File: src/rtl/packet_buffer_pkg.sv
// Shared definitions for the lane packet path.
// Contents:
//   assembler_state_e    - states of the stream assembler FSM
//   MAX_ETH_FRAME_LENGTH - default per-packet truncation limit in bytes
//   keep_from_count      - contiguous byte-enable mask for n valid bytes
package packet_buffer_pkg;

    typedef enum logic [1:0] {
        IDLE   = 2'd0,
        GATHER = 2'd1,
        DRAIN  = 2'd2
    } assembler_state_e;

    localparam int MAX_ETH_FRAME_LENGTH = 1518;

    // n = 0..64; the 64-bit wrap of 1<<64 yields all ones after the subtract.
    function automatic logic [63:0] keep_from_count(input int unsigned n);
        return (64'd1 << n) - 64'd1;
    endfunction

endpackage

File: src/rtl/rr_arbiter.sv
// Round-robin arbiter, purely combinational.
// Picks the lowest-index requester at or after ptr, wrapping around.
// Ports:
//   req       - request vector, one bit per lane
//   ptr       - lane index with highest priority this round
//   grant     - one-hot grant, zero when nothing requests
//   grant_idx - binary index of the granted lane (0 when no grant)
module rr_arbiter #(
    parameter int NUM_LANES = 8,
    parameter int PTR_W     = $clog2(NUM_LANES)
) (
    input  logic [NUM_LANES-1:0] req,
    input  logic [PTR_W-1:0]     ptr,
    output logic [NUM_LANES-1:0] grant,
    output logic [PTR_W-1:0]     grant_idx
);

    logic             found;
    logic [PTR_W-1:0] cand;

    // NUM_LANES is a power of two, so ptr + i wraps naturally in PTR_W bits.
    always_comb begin
        grant     = '0;
        grant_idx = '0;
        found     = 1'b0;
        cand      = '0;
        for (int i = 0; i < NUM_LANES; i++) begin
            cand = ptr + PTR_W'(i);
            if (!found && req[cand]) begin
                found       = 1'b1;
                grant[cand] = 1'b1;
                grant_idx   = cand;
            end
        end
    end

endmodule

File: src/rtl/packet_stream_assembler.sv
// Reassembles per-lane byte streams into one AXI4-Stream master, one packet
// at a time, lanes served round-robin at packet granularity. Bytes are
// packed little-endian, tkeep is contiguous from bit 0, tlast marks the
// packet end. Packets longer than MAX_PACKET_BYTES are cut at the limit and
// the remainder is consumed from the lane and discarded.
// Ports:
//   clk_i, rst_ni            - clock, asynchronous active-low reset
//   lane_tdata_i/tvalid_i/
//   lane_tlast_i             - per-lane byte streams (lane n at bits n*LANE_WIDTH)
//   lane_tready_o            - per-lane ready, one-hot or zero
//   tdata_o/tkeep_o/tvalid_o/
//   tlast_o, tready_i        - AXI4-Stream master
//   trunc_o                  - one-cycle pulse alongside a truncated packet's last word
//   pkt_count_o              - wrapping count of packets accepted downstream
//
// state  | meaning
// -------+-------------------------------------------------------------
// IDLE   | arbitrate among valid lanes, latch grant, clear byte count
// GATHER | take bytes from granted lane into packer, commit words
// DRAIN  | packet truncated; swallow granted lane's bytes until tlast
module packet_stream_assembler
    import packet_buffer_pkg::*;
#(
    parameter int AXI_WIDTH        = 64,
    parameter int LANE_WIDTH       = 8,
    parameter int NUM_LANES        = 8,
    parameter int MAX_PACKET_BYTES = MAX_ETH_FRAME_LENGTH
) (
    input  logic                            clk_i,
    input  logic                            rst_ni,
    input  logic [LANE_WIDTH*NUM_LANES-1:0] lane_tdata_i,
    input  logic [NUM_LANES-1:0]            lane_tvalid_i,
    input  logic [NUM_LANES-1:0]            lane_tlast_i,
    output logic [NUM_LANES-1:0]            lane_tready_o,
    output logic [AXI_WIDTH-1:0]            tdata_o,
    output logic [AXI_WIDTH/8-1:0]          tkeep_o,
    output logic                            tvalid_o,
    input  logic                            tready_i,
    output logic                            tlast_o,
    output logic                            trunc_o,
    output logic [31:0]                     pkt_count_o
);

    localparam int SLOTS  = AXI_WIDTH / LANE_WIDTH;
    localparam int KEEP_W = AXI_WIDTH / 8;
    localparam int IDX_W  = (SLOTS > 1) ? $clog2(SLOTS) : 1;
    localparam int PTR_W  = $clog2(NUM_LANES);
    localparam int CNT_W  = $clog2(MAX_PACKET_BYTES + 1);

    assembler_state_e     state;
    logic [PTR_W-1:0]     grant_idx;
    logic [PTR_W-1:0]     rr_ptr;
    logic [IDX_W-1:0]     idx;
    logic [CNT_W-1:0]     byte_cnt;
    logic [AXI_WIDTH-1:0] pack_data;

    logic [NUM_LANES-1:0] arb_grant;
    logic [PTR_W-1:0]     arb_idx;

    rr_arbiter #(
        .NUM_LANES (NUM_LANES),
        .PTR_W     (PTR_W)
    ) u_rr_arbiter (
        .req       (lane_tvalid_i),
        .ptr       (rr_ptr),
        .grant     (arb_grant),
        .grant_idx (arb_idx)
    );

    logic [LANE_WIDTH-1:0] cur_data;
    logic                  cur_valid;
    logic                  cur_last;
    logic                  out_free;
    logic                  word_full;
    logic                  at_limit;
    logic                  needs_commit;
    logic                  gather_rdy;
    logic                  take;
    logic [AXI_WIDTH-1:0]  merged;
    logic [KEEP_W-1:0]     keep_next;

    assign cur_data  = lane_tdata_i[grant_idx*LANE_WIDTH +: LANE_WIDTH];
    assign cur_valid = lane_tvalid_i[grant_idx];
    assign cur_last  = lane_tlast_i[grant_idx];

    // Output register can take a word now: empty, or being emptied this cycle.
    assign out_free  = !tvalid_o || tready_i;

    // The byte that completes a word, ends a packet or hits the limit is
    // committed together with the packer contents in the same edge, so the
    // packer never sits full; it only stalls when that commit has nowhere to go.
    assign word_full    = (idx == IDX_W'(SLOTS - 1));
    assign at_limit     = (byte_cnt == CNT_W'(MAX_PACKET_BYTES - 1));
    assign needs_commit = cur_last || word_full || at_limit;
    assign gather_rdy   = (state == GATHER) && (!needs_commit || out_free);
    assign take         = gather_rdy && cur_valid;

    assign merged    = pack_data | (AXI_WIDTH'(cur_data) << (32'(idx) * LANE_WIDTH));
    assign keep_next = KEEP_W'(keep_from_count(32'(idx) + 32'd1));

    assign lane_tready_o = (gather_rdy || state == DRAIN)
                           ? (NUM_LANES'(1) << grant_idx) : '0;

    always_ff @(posedge clk_i or negedge rst_ni) begin
        if (!rst_ni) begin
            state       <= IDLE;
            grant_idx   <= '0;
            rr_ptr      <= '0;
            idx         <= '0;
            byte_cnt    <= '0;
            pack_data   <= '0;
            tdata_o     <= '0;
            tkeep_o     <= '0;
            tvalid_o    <= 1'b0;
            tlast_o     <= 1'b0;
            trunc_o     <= 1'b0;
            pkt_count_o <= '0;
        end else begin
            trunc_o <= 1'b0;

            if (tvalid_o && tready_i) begin
                tvalid_o <= 1'b0;
                if (tlast_o) begin
                    pkt_count_o <= pkt_count_o + 32'd1;
                end
            end

            case (state)
                IDLE: begin
                    if (|arb_grant) begin
                        grant_idx <= arb_idx;
                        byte_cnt  <= '0;
                        idx       <= '0;
                        pack_data <= '0;
                        state     <= GATHER;
                    end
                end

                GATHER: begin
                    if (take) begin
                        if (byte_cnt != CNT_W'(MAX_PACKET_BYTES)) begin
                            byte_cnt <= byte_cnt + CNT_W'(1);
                        end
                        if (needs_commit) begin
                            tvalid_o  <= 1'b1;
                            tdata_o   <= merged;
                            tkeep_o   <= keep_next;
                            tlast_o   <= cur_last || at_limit;
                            pack_data <= '0;
                            idx       <= '0;
                            if (cur_last) begin
                                rr_ptr <= grant_idx + PTR_W'(1);
                                state  <= IDLE;
                            end else if (at_limit) begin
                                trunc_o <= 1'b1;
                                state   <= DRAIN;
                            end
                        end else begin
                            pack_data <= merged;
                            idx       <= idx + IDX_W'(1);
                        end
                    end
                end

                DRAIN: begin
                    if (cur_valid && cur_last) begin
                        rr_ptr <= grant_idx + PTR_W'(1);
                        state  <= IDLE;
                    end
                end

                default: state <= IDLE;
            endcase
        end
    end

endmodule

File: config.mk
export PLATFORM = sky130hd
export DESIGN_NAME = packet_stream_assembler
export DESIGN_NICKNAME = d
export VERILOG_FILES = /design/src/rtl/packet_buffer_pkg.sv /design/src/rtl/rr_arbiter.sv /design/src/rtl/packet_stream_assembler.sv
export SDC_FILE = /design/constraint.sdc
export NUM_CORES = 1
export LEC_CHECK = 0
export ABC_AREA = 0
export BUFFER_PORTS_ARGS = -buffer_cell sky130_fd_sc_hd__buf_2
export CORE_MARGIN = 2
export CORE_UTILIZATION = 60
export CTS_CLUSTER_SIZE = 8
export DETAILED_ROUTE_END_ITERATION = 12
export PLACE_DENSITY = 0.95
export SETUP_SLACK_MARGIN = 0.02
export SYNTH_ARGS = -nofsm -noshare
export SYNTH_HDL_FRONTEND = slang
export SYNTH_SLANG_ARGS = --single-unit
File: constraint.sdc
create_clock -name clk_i -period 9.09 [get_ports clk_i]
set_input_delay 0.4545 -clock clk_i [delete_from_list [all_inputs] [get_ports clk_i]]
set_output_delay 0.4545 -clock clk_i [all_outputs]
set_load 0.05 [all_outputs]
==> results of run 1 <==
[final cells by class]
| type | instances | share of cell area (%) |
|---|---|---|
| Clock buffer | 18 | 3.685 |
| Sequential cell | 193 | 40.52 |
| Multi-Input combinational cell | 787 | 42.28 |
| Timing Repair Buffer | 205 | 8.850 |
| Inverter | 14 | 0.4409 |
| Clock inverter | 14 | 1.911 |
| Tap cell | 220 | 2.310 |
[state kept, by name (all words and copies together), names as in the netlist, 2 cells and up]
signal	count
byte_cnt	11
grant_idx	3
idx	3
pack_data	64
pkt_count_o	32
rr_ptr	3
state	2
tdata_o	64
tkeep_o	8
[power groups by stage]
stage,Sequential [uW],Clock [uW],Combinational (uW)
after global placement,1230,0,2190
after detailed placement,1240,0,2260
after CTS,1230,839,2280
after global routing,1250,871,2480
final,1230,829,2310
after floorplan,1510,0,1480
[routing by layer]
| layer | share of wire, % | wire [um] | up-vias |
|---|---|---|---|
| met5 | 0 | 0 | - |
| met4 | 3.4 | 901 | 0 |
| met3 | 9.3 | 2457 | 78 |
| met2 | 49 | 13080 | 510 |
| met1 | 38 | 10040 | 4225 |
| li1 | - | - | 4030 |
[placed cells by master, fill, tap and decap left out, types with 2 or more instances in the layout]
cell type,instances
sky130_fd_sc_hd__o21ai_0,84
sky130_fd_sc_hd__and3_1,10
sky130_fd_sc_hd__nand2_1,197
sky130_fd_sc_hd__nand4_1,11
sky130_fd_sc_hd__or3_1,3
sky130_fd_sc_hd__mux2i_1,13
sky130_fd_sc_hd__a211o_1,2
sky130_fd_sc_hd__and4_1,4
sky130_fd_sc_hd__nor3_1,12
sky130_fd_sc_hd__bufinv_16,4
sky130_fd_sc_hd__a31oi_1,9
sky130_fd_sc_hd__clkinv_8,2
sky130_fd_sc_hd__clkbuf_16,17
sky130_fd_sc_hd__xor2_1,12
sky130_fd_sc_hd__a211oi_1,4
sky130_fd_sc_hd__nor4_1,3
sky130_fd_sc_hd__nor2_1,48
sky130_fd_sc_hd__mux2_2,7
sky130_fd_sc_hd__dfrtp_1,193
sky130_fd_sc_hd__and2_1,13
sky130_fd_sc_hd__nor2b_1,7
sky130_fd_sc_hd__buf_2,196
sky130_fd_sc_hd__a21oi_1,153
sky130_fd_sc_hd__inv_8,3
sky130_fd_sc_hd__mux4_2,34
sky130_fd_sc_hd__o211ai_1,2
sky130_fd_sc_hd__ha_1,23
sky130_fd_sc_hd__o21a_1,66
sky130_fd_sc_hd__nand3_1,19
sky130_fd_sc_hd__buf_4,8
sky130_fd_sc_hd__xnor2_1,27
sky130_fd_sc_hd__clkinvlp_4,2
sky130_fd_sc_hd__inv_1,14
sky130_fd_sc_hd__clkinv_4,3
sky130_fd_sc_hd__a21o_1,2
sky130_fd_sc_hd__nand2b_1,4
sky130_fd_sc_hd__o21ai_4,2
sky130_fd_sc_hd__clkbuf_8,2
[worst min path at each step]
stage	slack, ns	cells past startpoint	endpoint	start
after detailed placement	0.46	2	tdata_o[17]	tdata_o[17]
after CTS	0.17	1	tdata_o[38]	rst_ni
final	0.13	1	tdata_o[39]	rst_ni
after global routing	0.20	1	tdata_o[38]	rst_ni
after floorplan	0.16	0	byte_cnt[0]	rst_ni
after global placement	0.45	1	pkt_count_o[31]	pkt_count_o[31]
[metrics by stage]
stage	std cells	setup WS, ns	util, %	total power (uW)
finish	1451	4.581	71.61	4365
floorplan	1060	5.920	-	2989
detailed placement	1419	4.628	67.60	3497
CTS	1451	4.594	71.61	4343
global route	1451	4.132	71.61	4605
global placement	1419	4.891	67.60	3422
[synth_stat cells (6+ instances only)]
library cell,n,area [um2]
sky130_fd_sc_hd__nand2_1,198,743.2
sky130_fd_sc_hd__dfrtp_1,193,4830
sky130_fd_sc_hd__a21oi_1,153,765.7
sky130_fd_sc_hd__o21ai_0,84,420.4
sky130_fd_sc_hd__o21a_1,66,495.5
sky130_fd_sc_hd__nor2_1,48,180.2
sky130_fd_sc_hd__clkbuf_1,35,131.4
sky130_fd_sc_hd__mux4_2,34,765.7
sky130_fd_sc_hd__xnor2_1,27,236.5
sky130_fd_sc_hd__ha_1,23,287.8
sky130_fd_sc_hd__nand3_1,19,95.09
sky130_fd_sc_hd__buf_2,17,85.08
sky130_fd_sc_hd__inv_1,14,52.55
sky130_fd_sc_hd__and2_1,13,81.33
sky130_fd_sc_hd__mux2i_1,13,130.1
sky130_fd_sc_hd__nor3_1,12,60.06
sky130_fd_sc_hd__xor2_1,12,105.1
sky130_fd_sc_hd__nand4_1,11,68.82
sky130_fd_sc_hd__and3_1,10,62.56
sky130_fd_sc_hd__a31oi_1,9,56.30
sky130_fd_sc_hd__buf_1,7,26.28
sky130_fd_sc_hd__mux2_2,7,78.83
sky130_fd_sc_hd__nor2b_1,7,43.79
sky130_fd_sc_hd__buf_6,6,67.56
[logic make-up after synthesis]
| family | count (synthesis) |
|---|---|
| AOI/OAI and AO/OA | 332 |
| DFF | 193 |
| muxes | 54 |
| buffers and inverters | 80 |
| and+or+nand+nor | 337 |
| adders and majority gates | 23 |
| xor gates and xnor gates | 41 |
==> results by stage, run 1 <==
Status:
- The flow ran to the end, and the final reports show no timing, DRC or antenna violations.

Floorplan:
- The number of placement rows is 47.
- The floorplan die height is 134.5 um.
- The effective utilization at floorplan is 61.40%.
- The core outline area is between 0.015 and 0.02 mm2.
- The die covers 0.01809 mm2.
- The number of top-level pins is 198.
- The horizontal die dimension is 134.5 um.

Synth:
- The flop and latch count out of synthesis is 193.
- During synthesis, Yosys emitted a total of 0 warnings.
- The netlist area before placement is 0.01022 mm2.
- The synthesized-area fraction occupied by and/or/nand/nor cells is approximately 14%.
- In the synthesized netlist the dominant register cell turns out to be sky130_fd_sc_hd__dfrtp_1.
- The synthesized-area fraction occupied by ao, oa, aoi and oai cells is 18.67%.
- Sequential elements use ~47% of the synthesized area.
- Of all flip-flops after synthesis, the portion carrying an async set or reset was between 90% and 100%.
- Yosys mapped a number of flops with a built-in enable equal to 0.
- Counting every instance in the synthesized netlist gives around 1100.
- The synthesized-area fraction occupied by adder cells is 2.816%.
- After synthesis, the mean cell area works out to 9.640 um2.
- The main combinational cell family by area after synthesis is compound AO/OA/AOI/OAI gates.
- The share of cell area taken by muxes after synthesis is 9.538%.
- The synthesized netlist devotes 3.661% of its cell area to XOR and XNOR gates.
- The number of different library cells in the post-synthesis netlist is just under 50.
- The net count after synthesis is 1166.

STA:
- The final critical-path share of the clock period is between 40% and 50%.
- The maximum clock skew at final layout is 0.007955 ns.
- The transition time of the tightest slew-check pin is 1.220 ns.
- Setup repair after global routing left no endpoint under its margin.
- Setup violations remaining at the end of the flow were counted as 0.
- The number of endpoints with negative hold slack in the final report is 0.
- The minimum clock period after layout is between 4 and 5 ns.
- The setup TNS after final layout is 0 ns.
- On the final layout, the worst hold slack is about 0.13 ns.
- The highest clock rate is 0.2218 GHz.
- Measured against its own limit, the worst slew margin works out to 18.65%.
- The number of max-slew violations in the final report is 0.

Critical path:
- On the worst path, the slowest cell contributes a delay of 0.93 ns.
- The slack of the worst reg-to-reg path is 4.58 ns.
- The worst register-to-register path ends at tdata_o[33].
- STA classifies the critical path endpoint as a register.
- The slowest stage of the critical path is the sky130_fd_sc_hd__dfrtp_1 cell.
- The classification of the worst setup path is register to register.
- Following the worst setup path forward leads to its endpoint at tdata_o[33].
- Along the worst path, the maximum fanout reaches 141.
- The family of cells with the greatest summed delay on the critical path is simple AND/OR/NAND/NOR gates.
- The signal on the critical path passes through mux4_2 -> mux2i_1 -> nand3b_2 -> a21oi_1 -> nand2_4 -> nand2_1 -> o21ai_0.
- The type of element launching the critical path is a register.
- The startpoint of the most critical setup path is grant_idx[1].
- The critical path buffer and inverter count is 0.
- The required time of the critical path is slightly above 9 ns.
- The worst register-to-register path has a depth of 7.
- In this run the critical register-to-register path is launched from grant_idx[1].
- The cell count along the critical path is 7.
- Data arrives at the worst endpoint at 4.77 ns.

Final layout:
- The fill cell instance count of the final layout is 1176.
- The flip-flop and latch area is ~0.0048 mm2.
- The layout overhead on the synthesized area is 16.63%.
- The number of nets in the layout is 1324.
- 0 antenna diodes ended up in the layout.
- The area occupied by multi-input gates is 0.005039 mm2.
- The share of cells above drive strength 1 is 23.23%.
- Once layout is done, the placed cells without fillers occupy 0.01192 mm2.

Detailed routing:
- Using the TritonRoute via totals, the vias-per-cell ratio works out to 6.094.
- The first routing iteration left 854 violations.
- The routed layout has 8843 vias.
- In the routed design, unresolved DRC markers number 0.
- After detailed routing, the average wire length per cell comes to 18.25 um.
- The first detailed-routing pass ran for 6 iterations.
- The detail route stage leaves a number of antenna-violating nets equal to 0.
- The routed design has 26.48 mm of wire.

Clock tree:
- The tree built by TritonCTS fans out to 193 sinks.
- The longest clock path from root to sink contains 2 buffers.
- TritonCTS built the clock tree.
- Clock tree synthesis inserted a total of 17 buffers.
- The number of buffers inserted to repair setup after CTS is 0.
- In this run the clock root is driven by a sky130_fd_sc_hd__clkbuf_16.
- The hold buffer count at cts is 0.
- Clock-pin slew was measured on the worst setup and hold paths at 0.07 ns.
- The number of resized instances in the post-cts repair step is 0.
- The maximum level of the CTS H-tree is 4.
- The clock latency on the worst-skew pair is 0.44 ns.

GRT:
- The global routing usage summed across all routing layers is roughly 30%.
- The global route total overflow is 0.
- The met2 usage is between 40% and 50%.
- The met1 global-route usage is 37.99%.
- The number of antenna violations at the first check in global routing was 0.
- The wire length of the first global-routing pass is 42.14 mm.
- Entering global routing, the biggest net connects 142 pins.
- The via count of the first global-routing pass came to 8348.
- For this run, global-route usage on met3 was measured as 7.207%.
- The global-route layer with the greatest usage is met2.

Placed design:
- The number of port buffers is 197.
- The weighted congestion at the end of routability-driven global placement is 0.8831.
- The placed standard-cell area is 0.01125 mm2.
- The placed wire-length estimate after detailed placement is 18.07 mm.

Power:
- For this design the static power due to leakage is 0.005661 uW.
- The share of total power dissipated in the clock network is about a fifth.
- Dividing total power by cell area gives a power density of approximately 370 mW/mm2.
- Internal power comes to 2220 uW.
- The power dissipated by switching net loads is 2145 uW.
- The part of the power in registers is 28.2%.
- The combinational power share is 52.8%.
- The switching fraction of total power is 49.13%.
- Across the VDD grid, the largest voltage drop is 0.2574 mV.

Hold path:
- In this run the worst hold path is classified as input port to async pin.

Run:
- The number of max-capacitance violations reported is 0.
Note: power is estimated with default switching activity, not from simulation.
==> run 2, diff against run 1 <==
--- a/config.mk
+++ b/config.mk
@@ -8,10 +8,10 @@
 export ABC_AREA = 0
 export BUFFER_PORTS_ARGS = -buffer_cell sky130_fd_sc_hd__buf_2
 export CORE_MARGIN = 2
-export CORE_UTILIZATION = 60
+export CORE_UTILIZATION = 51
 export CTS_CLUSTER_SIZE = 8
 export DETAILED_ROUTE_END_ITERATION = 12
-export PLACE_DENSITY = 0.95
+export PLACE_DENSITY = 0.89
 export SETUP_SLACK_MARGIN = 0.02
 export SYNTH_ARGS = -nofsm -noshare
 export SYNTH_HDL_FRONTEND = slang
==> constraint.sdc (replaced) <==
create_clock -name clk_i -period 3.8 [get_ports clk_i]
set_input_delay 0.19 -clock clk_i [delete_from_list [all_inputs] [get_ports clk_i]]
set_output_delay 0.19 -clock clk_i [all_outputs]
set_load 0.05 [all_outputs]
==> results by stage, run 2 (same netlist as run 1, synthesis figures left out) <==
Status:
- The flow ran to the end, and the final reports show no timing, DRC or antenna violations.

Detailed routing:
- The iteration-0 DRC count of the detailed router is 793 (-7.1%).
- The number of DRC violations after detailed routing is 0 (unchanged).
- The highest metal layer carrying signal wires in the routed design is met4.
- The post-detailed-route count of antenna-violating nets was 0 (unchanged).
- The detailed-routing iteration count for the pre-antenna-repair pass is 5 (-1).
- The met2 layer wire length in the routed design came to 12.88 mm (-1.6%).
- The routed wire length on met3 came to 1.743 mm (-29%).
- The via total after detailed routing is 8786 (-0.64%).
- The total routed wirelength is 26.41 mm (-0.26%).
- The detailed-routing wirelength on met1 came to 11.12 mm (+11%).
- The per-cell via count in the routed design is 5.815 (-4.6%).
- The final routed wire length divided by cell count is 17.48 um (-4.2%).

Clock tree:
- The clock latency on the worst-skew pair was 0.44 ns (about the same).
- The number of buffers inserted to repair setup after CTS came to 0 (unchanged).
- The maximum clock insertion buffer count was 2 (unchanged).
- The TritonCTS buffer count was 17 (unchanged).
- TritonCTS built the clock tree.
- The maximum level of the CTS H-tree is 4 (unchanged).
- The total clock sinks came to 193 (unchanged).
- The clock-pin slew on the worst setup and hold paths is 0.07 ns (about the same).
- The cell sitting at the root of the clock tree is a sky130_fd_sc_hd__clkbuf_16.

Power:
- The part of the power in registers came to 27.4% (-0.8 points).
- The peak supply drop is 0.5805 mV (+130%).
- The switching fraction of total power is 49.60% (+0.46 points).
- The combinational power share is 55.3% (+2.5 points).
- The leakage power is 0.005727 uW (+1.2%).
- The power per standard cell area is 867.4 mW/mm2 (+140%).
- The internal power contribution was 5280 uW (+140%).
- The power dissipated by switching net loads was 5196 uW (+140%).
- The power share of the clock group is 17.3% (-1.7 points).

STA:
- The setup violation total in the final timing report came to 0 (unchanged).
- The transition time of the tightest slew-check pin was 1.062 ns (-0.1578 ns).
- The highest clock rate is 0.2904 GHz (+31%).
- The maximum clock skew at final layout is 0.01672 ns (+0.008766 ns).
- The minimum clock period after layout is 3.443 ns (-1.066 ns).
- The number of endpoints with negative hold slack in the final report was 0 (unchanged).
- The relative slew slack came to 29.17% (+11 points).
- The setup TNS after final layout is 0 ns (unchanged).
- The number of max-slew violations in the final report was 0 (unchanged).
- The final critical-path share of the clock period is 90.61% (+41 points).
- Setup repair after global routing left no endpoint under its margin.

Critical path:
- The signal on the critical path passes through ha_1 -> xnor2_2 -> mux4_2 -> a21oi_1 -> o2bb2ai_2 -> o21a_1 -> o21ai_4 -> buf_12 -> o21a_1.
- Grouping stages by cell kind, the critical path spends the most delay in compound AO/OA/AOI/OAI gates.
- The required time of the critical path is 4.17 ns (-5.18 ns).
- The worst setup path is launched from a register.
- The cell type of the slowest stage on the worst timing path is sky130_fd_sc_hd__mux4_2.
- The endpoint type of the worst setup path is a register.
- The critical-path maximum fanout is 42 (-70%).
- The worst setup path is of the register to register kind.
- The arrival time at the worst endpoint is 3.81 ns (-0.96 ns).
- The critical path buffer and inverter count came to 1 (+1).
- The most used cell along the critical path is sky130_fd_sc_hd__o21a_1.
- The delay of the slowest cell on the worst path is 0.64 ns (-0.29 ns).

Floorplan:
- The horizontal die dimension was 145.6 um (+8.2%).
- The number of top-level pins was 198 (unchanged).
- The die outline area is 0.02118 mm2 (+17%).
- The core outline area is 0.01959 mm2 (+18%).
- The floorplan die height is 145.6 um (+8.2%).
- The effective utilization at floorplan is 52.16% (-9.2 points).
- The number of placement rows came to 51 (+8.5%).

Final layout:
- The area growth from synthesis to layout is 18.18%.
- In the final layout, the registers with the most flip-flops are pack_data (64), tdata_o (64), pkt_count_o (32).
- The share of cells above drive strength 1 came to 24.16% (+0.92 points).
- The final cell count without fillers is 1511 (+4.1%).
- The fill cell instance count of the final layout came to 1606 (+37%).
- The number of nets in the layout is 1340 (+1.2%).
- The final non-filler cell area is 0.01208 mm2 (+1.3%).
- The library cell used most frequently in the layout, excluding fill and tap cells, is sky130_fd_sc_hd__nand2_1.
- The final design utilization is 61.65% (-10 points).
- Leaving out fill and tap cells, the most frequent cells in the layout are sky130_fd_sc_hd__nand2_1 (197), sky130_fd_sc_hd__buf_2 (196), sky130_fd_sc_hd__dfrtp_1 (193).
- The total inserted antenna cells was 0 (unchanged).

Placed design:
- The placed standard-cell area was 0.01147 mm2 (+1.9%).
- The weighted congestion at the end of routability-driven global placement was 0.9421 (+6.7%).
- The number of port buffers is 197 (unchanged).
- The number of cells after detailed placement was 1479 (+4.2%).
- The placed wire-length estimate after detailed placement is 18.57 mm (+2.7%).

GRT:
- The via count of the first global-routing pass came to 8584 (+2.8%).
- The global routing usage summed across all routing layers is 25.14% (-4.7 points).
- The global route total overflow is 0 (unchanged).
- The number of antenna violations at the first check in global routing is 0 (unchanged).
- The wire length of the first global-routing pass is 42.91 mm (+1.8%).
- The largest net degree at the start of global routing is 128 (-9.9%).

Run:
- The number of max-capacitance violations reported is 0 (unchanged).

Hold path:
- The path class of the tightest hold or removal check is input port to register.
run 2: cell count changes in the layout (fill, tap and decap cells not counted):
| cell | before | now |
|---|---|---|
| sky130_fd_sc_hd__mux2i_2 | 0 | 1 |
| sky130_fd_sc_hd__buf_4 | 8 | 19 |
| sky130_fd_sc_hd__buf_12 | 0 | 4 |
| sky130_fd_sc_hd__inv_6 | 0 | 3 |
| sky130_fd_sc_hd__dlygate4sd3_1 | 0 | 1 |
| sky130_fd_sc_hd__mux2i_1 | 13 | 12 |
| sky130_fd_sc_hd__inv_8 | 3 | 4 |
| sky130_fd_sc_hd__bufinv_16 | 4 | 1 |
| sky130_fd_sc_hd__clkinvlp_4 | 2 | 1 |
| sky130_fd_sc_hd__clkbuf_8 | 2 | 1 |
run 2: layer usage:
metal | vias to the layer above | GRT usage (%)
li1 | 4073 | -
met1 | 4266 | 33.69
met2 | 394 | 41.90
met3 | 53 | 3.887
met4 | 0 | 9.118
met5 | - | 0
run 2: worst paths after layout:
check                                 start            end  slack [ns]  cells past startpoint
worst min-delay path               tready_i       tvalid_o        0.17                      3
worst max register to register    rr_ptr[0]  pack_data[57]        0.36                      9
min in group asynchronous            rst_ni    tdata_o[36]        0.37                      2
worst max-delay path              rr_ptr[0]  pack_data[57]        0.36                      9
max in group asynchronous            rst_ni        trunc_o        2.52                      3
worst min register to register  tdata_o[55]    tdata_o[55]        0.48                      2
run 2: layout make-up:
class | instances | area [um2] | area share (%)
clock inverters | 14 | 167.7 | 1.388
repair buffers | 221 | 1227 | 10.16
clock buffers | 17 | 425.4 | 3.523
multi-input cells | 787 | 5042 | 41.75
well taps | 265 | 331.6 | 2.746
flip-flops and latches | 193 | 4830 | 39.99
inverters | 14 | 52.55 | 0.4351
run 2: per-stage QoR:
stage / hold WS (ns) / setup slack, ns / power (uW)
after floorplan: -0.1056 / 0.6299 / 7150
after global placement: 0.3185 / 0.5013 / 8486
after detailed placement: 0.3182 / 0.4258 / 8618
after CTS: 0.1460 / 0.2888 / 10440
after global routing: 0.1564 / 0.1363 / 11090
final: 0.1667 / 0.3567 / 10480
run 2: what timing repair did:
| item | 4_1_cts | 5_1_grt |
|---|---|---|
| hold buffers | 1 | 0 |
| setup endpoints to repair | 0 | 1 |
| endpoints found under the hold margin | 92 | 0 |
| resized for setup | 0 | 1 |
run 2: worst min-delay path, delay by kind of cell:
family        cells  cell delay [ns]
simple gates      2             0.26
buf+inv           1             0.11
run 2: power groups by stage:
stage | clock, uW | sequential (uW) | combinational (uW)
floorplan | 0 | 3610 | 3540
global placement | 0 | 2870 | 5610
detailed placement | 0 | 2900 | 5720
CTS | 1830 | 2860 | 5750
global route | 1920 | 2930 | 6250
finish | 1810 | 2870 | 5800
==> run 3, diff against run 2 <==
--- a/config.mk
+++ b/config.mk
@@ -12,6 +12,7 @@
 export CTS_CLUSTER_SIZE = 8
 export DETAILED_ROUTE_END_ITERATION = 12
 export PLACE_DENSITY = 0.89
+export REMOVE_ABC_BUFFERS = 1
 export SETUP_SLACK_MARGIN = 0.02
 export SYNTH_ARGS = -nofsm -noshare
 export SYNTH_HDL_FRONTEND = slang
==> results by stage, run 3 (same netlist as run 1, synthesis figures left out) <==
Status:
- The run finished with clean final reports.

Clock tree:
- The CTS tree is yes.
- The number of resized instances in the post-cts repair step is 0 (unchanged).
- The total clock sinks is 193 (unchanged).
- The clock-pin slew on the worst setup and hold paths is 0.08 ns (about the same).
- The clock latency on the worst-skew pair came to 0.44 ns (about the same).
- The clock root buffer is sky130_fd_sc_hd__clkbuf_16.
- The TritonCTS buffer count is 17 (unchanged).
- The maximum clock insertion buffer count is 2 (unchanged).
- The maximum level of the CTS H-tree was 4 (unchanged).

Final layout:
- In the final layout, the registers with the most flip-flops are pack_data (64), tdata_o (64), pkt_count_o (32).
- The number of nets in the layout was 1336 (-0.30%).
- The layout overhead on the synthesized area is 18.13% (about the same).
- The commonest non-fill, non-tap cell in the layout is sky130_fd_sc_hd__nand2_1.
- The final design utilization is 61.62% (about the same).
- The share of cells above drive strength 1 was 23.97% (-0.18 points).
- In the layout the commonest cells are sky130_fd_sc_hd__nand2_1 (197), sky130_fd_sc_hd__buf_2 (196), sky130_fd_sc_hd__dfrtp_1 (193).

Floorplan:
- The floorplan die height was 145.6 um (unchanged).
- The horizontal die dimension was 145.6 um (unchanged).
- The core outline area is 0.01959 mm2 (unchanged).
- The effective utilization at floorplan is 52.16% (unchanged).
- The number of top-level pins is 198 (unchanged).
- The die outline area is 0.02118 mm2 (unchanged).
- The number of placement rows is 51 (unchanged).

GRT:
- The largest net degree at the start of global routing is 127 (-0.78%).
- The global route total overflow is 0 (unchanged).
- The wire length of the first global-routing pass came to 44.41 mm (+3.5%).
- The via count of the first global-routing pass is 8672 (+1.0%).
- The number of antenna violations at the first check in global routing was 1 (+1).
- The global routing usage summed across all routing layers is 25.90% (+0.75 points).

Power:
- The internal power contribution is 5281 uW (about the same).
- The overall power is 10470 uW (about the same).
- The part of the power in registers is 27.5% (about the same).
- The switching fraction of total power is 49.55% (about the same).
- The power share of the clock group is 17.1% (-0.2 points).
- The power per standard cell area is 867.3 mW/mm2 (about the same).
- The combinational power share came to 55.4% (about the same).
- The power dissipated by switching net loads is 5188 uW (-0.15%).
- The leakage power is 0.005719 uW (-0.15%).
- The peak supply drop is 0.6635 mV (+14%).

Detailed routing:
- The iteration-0 DRC count of the detailed router is 930 (+17%).
- The number of DRC violations after detailed routing is 0 (unchanged).
- The total routed wirelength is 28.00 mm (+6.0%).
- The per-cell via count in the routed design is 5.926 (+1.9%).
- The detailed-routing iteration count for the pre-antenna-repair pass was 6 (+1).
- The post-detailed-route count of antenna-violating nets is 0 (unchanged).
- The final routed wire length divided by cell count was 18.56 um (+6.2%).
- The via total after detailed routing came to 8942 (+1.8%).

STA:
- The number of max-slew violations in the final report came to 0 (unchanged).
- The setup TNS after final layout is 0 ns (unchanged).
- The highest clock rate is 0.2988 GHz (+2.9%).
- The minimum clock period after layout is 3.346 ns (-0.09692 ns).
- Setup repair after global routing left no endpoint under its margin.
- The setup violation total in the final timing report is 0 (unchanged).
- The transition time of the tightest slew-check pin was 1.267 ns (+0.2043 ns).
- The maximum clock skew at final layout was 0.009884 ns (-0.006837 ns).
- The number of endpoints with negative hold slack in the final report is 0 (unchanged).
- The final worst setup slack is 0.4537 ns (+0.09692 ns).
- The relative slew slack is 15.24% (-14 points).
- The final critical-path share of the clock period was 88.06% (-2.6 points).

Critical path:
- The required time of the critical path was 4.17 ns (about the same).
- The most numerous cell type found on the critical path is sky130_fd_sc_hd__o21a_1.
- The worst setup path is of the register to register kind.
- The cell type of the slowest stage on the worst timing path is sky130_fd_sc_hd__dfrtp_1.
- STA classifies the critical path endpoint as a register.
- The critical-path maximum fanout came to 64 (+52%).
- The slack of the worst reg-to-reg path is 0.45 ns (+0.10 ns).
- The arrival time at the worst endpoint is 3.71 ns (-0.10 ns).
- The delay of the slowest cell on the worst path is 0.64 ns (about the same).
- The type of element launching the critical path is a register.
- Traced cell by cell, the critical path runs through inv_1 -> ha_1 -> xor2_2 -> mux4_2 -> a21o_1 -> o2bb2ai_2 -> o21a_1 -> o21ai_4 -> buf_12 -> o21a_1.

Hold path:
- In this run the worst hold path is classified as input port to register.

Run:
- The number of max-capacitance violations reported is 0 (unchanged).

Placed design:
- The placed wire-length estimate after detailed placement is 19.37 mm (+4.3%).
- The number of port buffers was 197 (unchanged).
- The worst setup timing slack at the placement stage is 0.5286 ns (+0.1028 ns).
- The weighted congestion at the end of routability-driven global placement is 0.8677 (-7.9%).
run 3: cell count changes in the layout (fill, tap and decap cells not counted), moves of 2 or more:
cell	before	now
sky130_fd_sc_hd__buf_4	19	14
sky130_fd_sc_hd__nor3_1	12	10
sky130_fd_sc_hd__nor3_2	0	2
sky130_fd_sc_hd__inv_8	4	2
run 3: layout make-up:
type                       instances  area (um2)
multi-input combinational        787        5049
antenna                            1       2.502
tap                              265       331.6
clock buffer                      18       429.2
sequential                       193        4830
inverter                          14       52.55
clock inverter                    14       167.7
fill                            1566        7518
timing repair buffer             217        1210
run 3: layer usage:
metal	global-route usage, %	part of all wire (%)	vias to the layer above
met1	34.29	40	4306
met4	11.86	4.0	0
met5	0	0	-
met2	41.73	48	476
met3	4.890	8.0	87
li1	-	-	4073
run 3: through the flow:
step | cells | area, um2 | hold slack [ns]
6_report | 1509 | 12070 | 0.1331
3_5_place_dp | 1475 | 11460 | 0.4301
4_1_cts | 1508 | 12070 | 0.1224
5_1_grt | 1509 | 12070 | 0.1306
2_1_floorplan | 994 | 9901 | -0.1056
3_3_place_gp | 1475 | 11460 | 0.4215
run 3: final timing paths:
| check | from | endpoint | depth (start not counted) |
|---|---|---|---|
| min reg2reg | tdata_o[2] | tdata_o[2] | 2 |
| max | rr_ptr[1] | pack_data[49] | 10 |
| min | tready_i | tvalid_o | 3 |
| max reg2reg | rr_ptr[1] | pack_data[49] | 10 |
| min in group asynchronous | rst_ni | tdata_o[19] | 2 |
| max in group asynchronous | rst_ni | pack_data[43] | 3 |
run 3: what timing repair did:
action	in CTS	in global routing
hold endpoints to repair	119	0
hold buffers	1	0
setup buffers	0	0
run 3: worst max-delay path, delay by kind of cell, from the launching register on:
kind	cells	cell delay, ns
compound gates	5	0.96
flops	1	0.64
xor+xnor	1	0.26
buf+inv	2	0.55
fa+ha+maj	1	0.28
mux	1	0.55
run 3: power by group through the flow:
| stage | Sequential (uW) | Combinational [uW] | Clock [uW] |
|---|---|---|---|
| 2_1_floorplan | 3740 | 3080 | 0 |
| 3_3_place_gp | 2880 | 5590 | 0 |
| 3_5_place_dp | 2910 | 5690 | 0 |
| 4_1_cts | 2870 | 5730 | 1810 |
| 5_1_grt | 2940 | 6220 | 1890 |
| 6_report | 2880 | 5800 | 1790 |
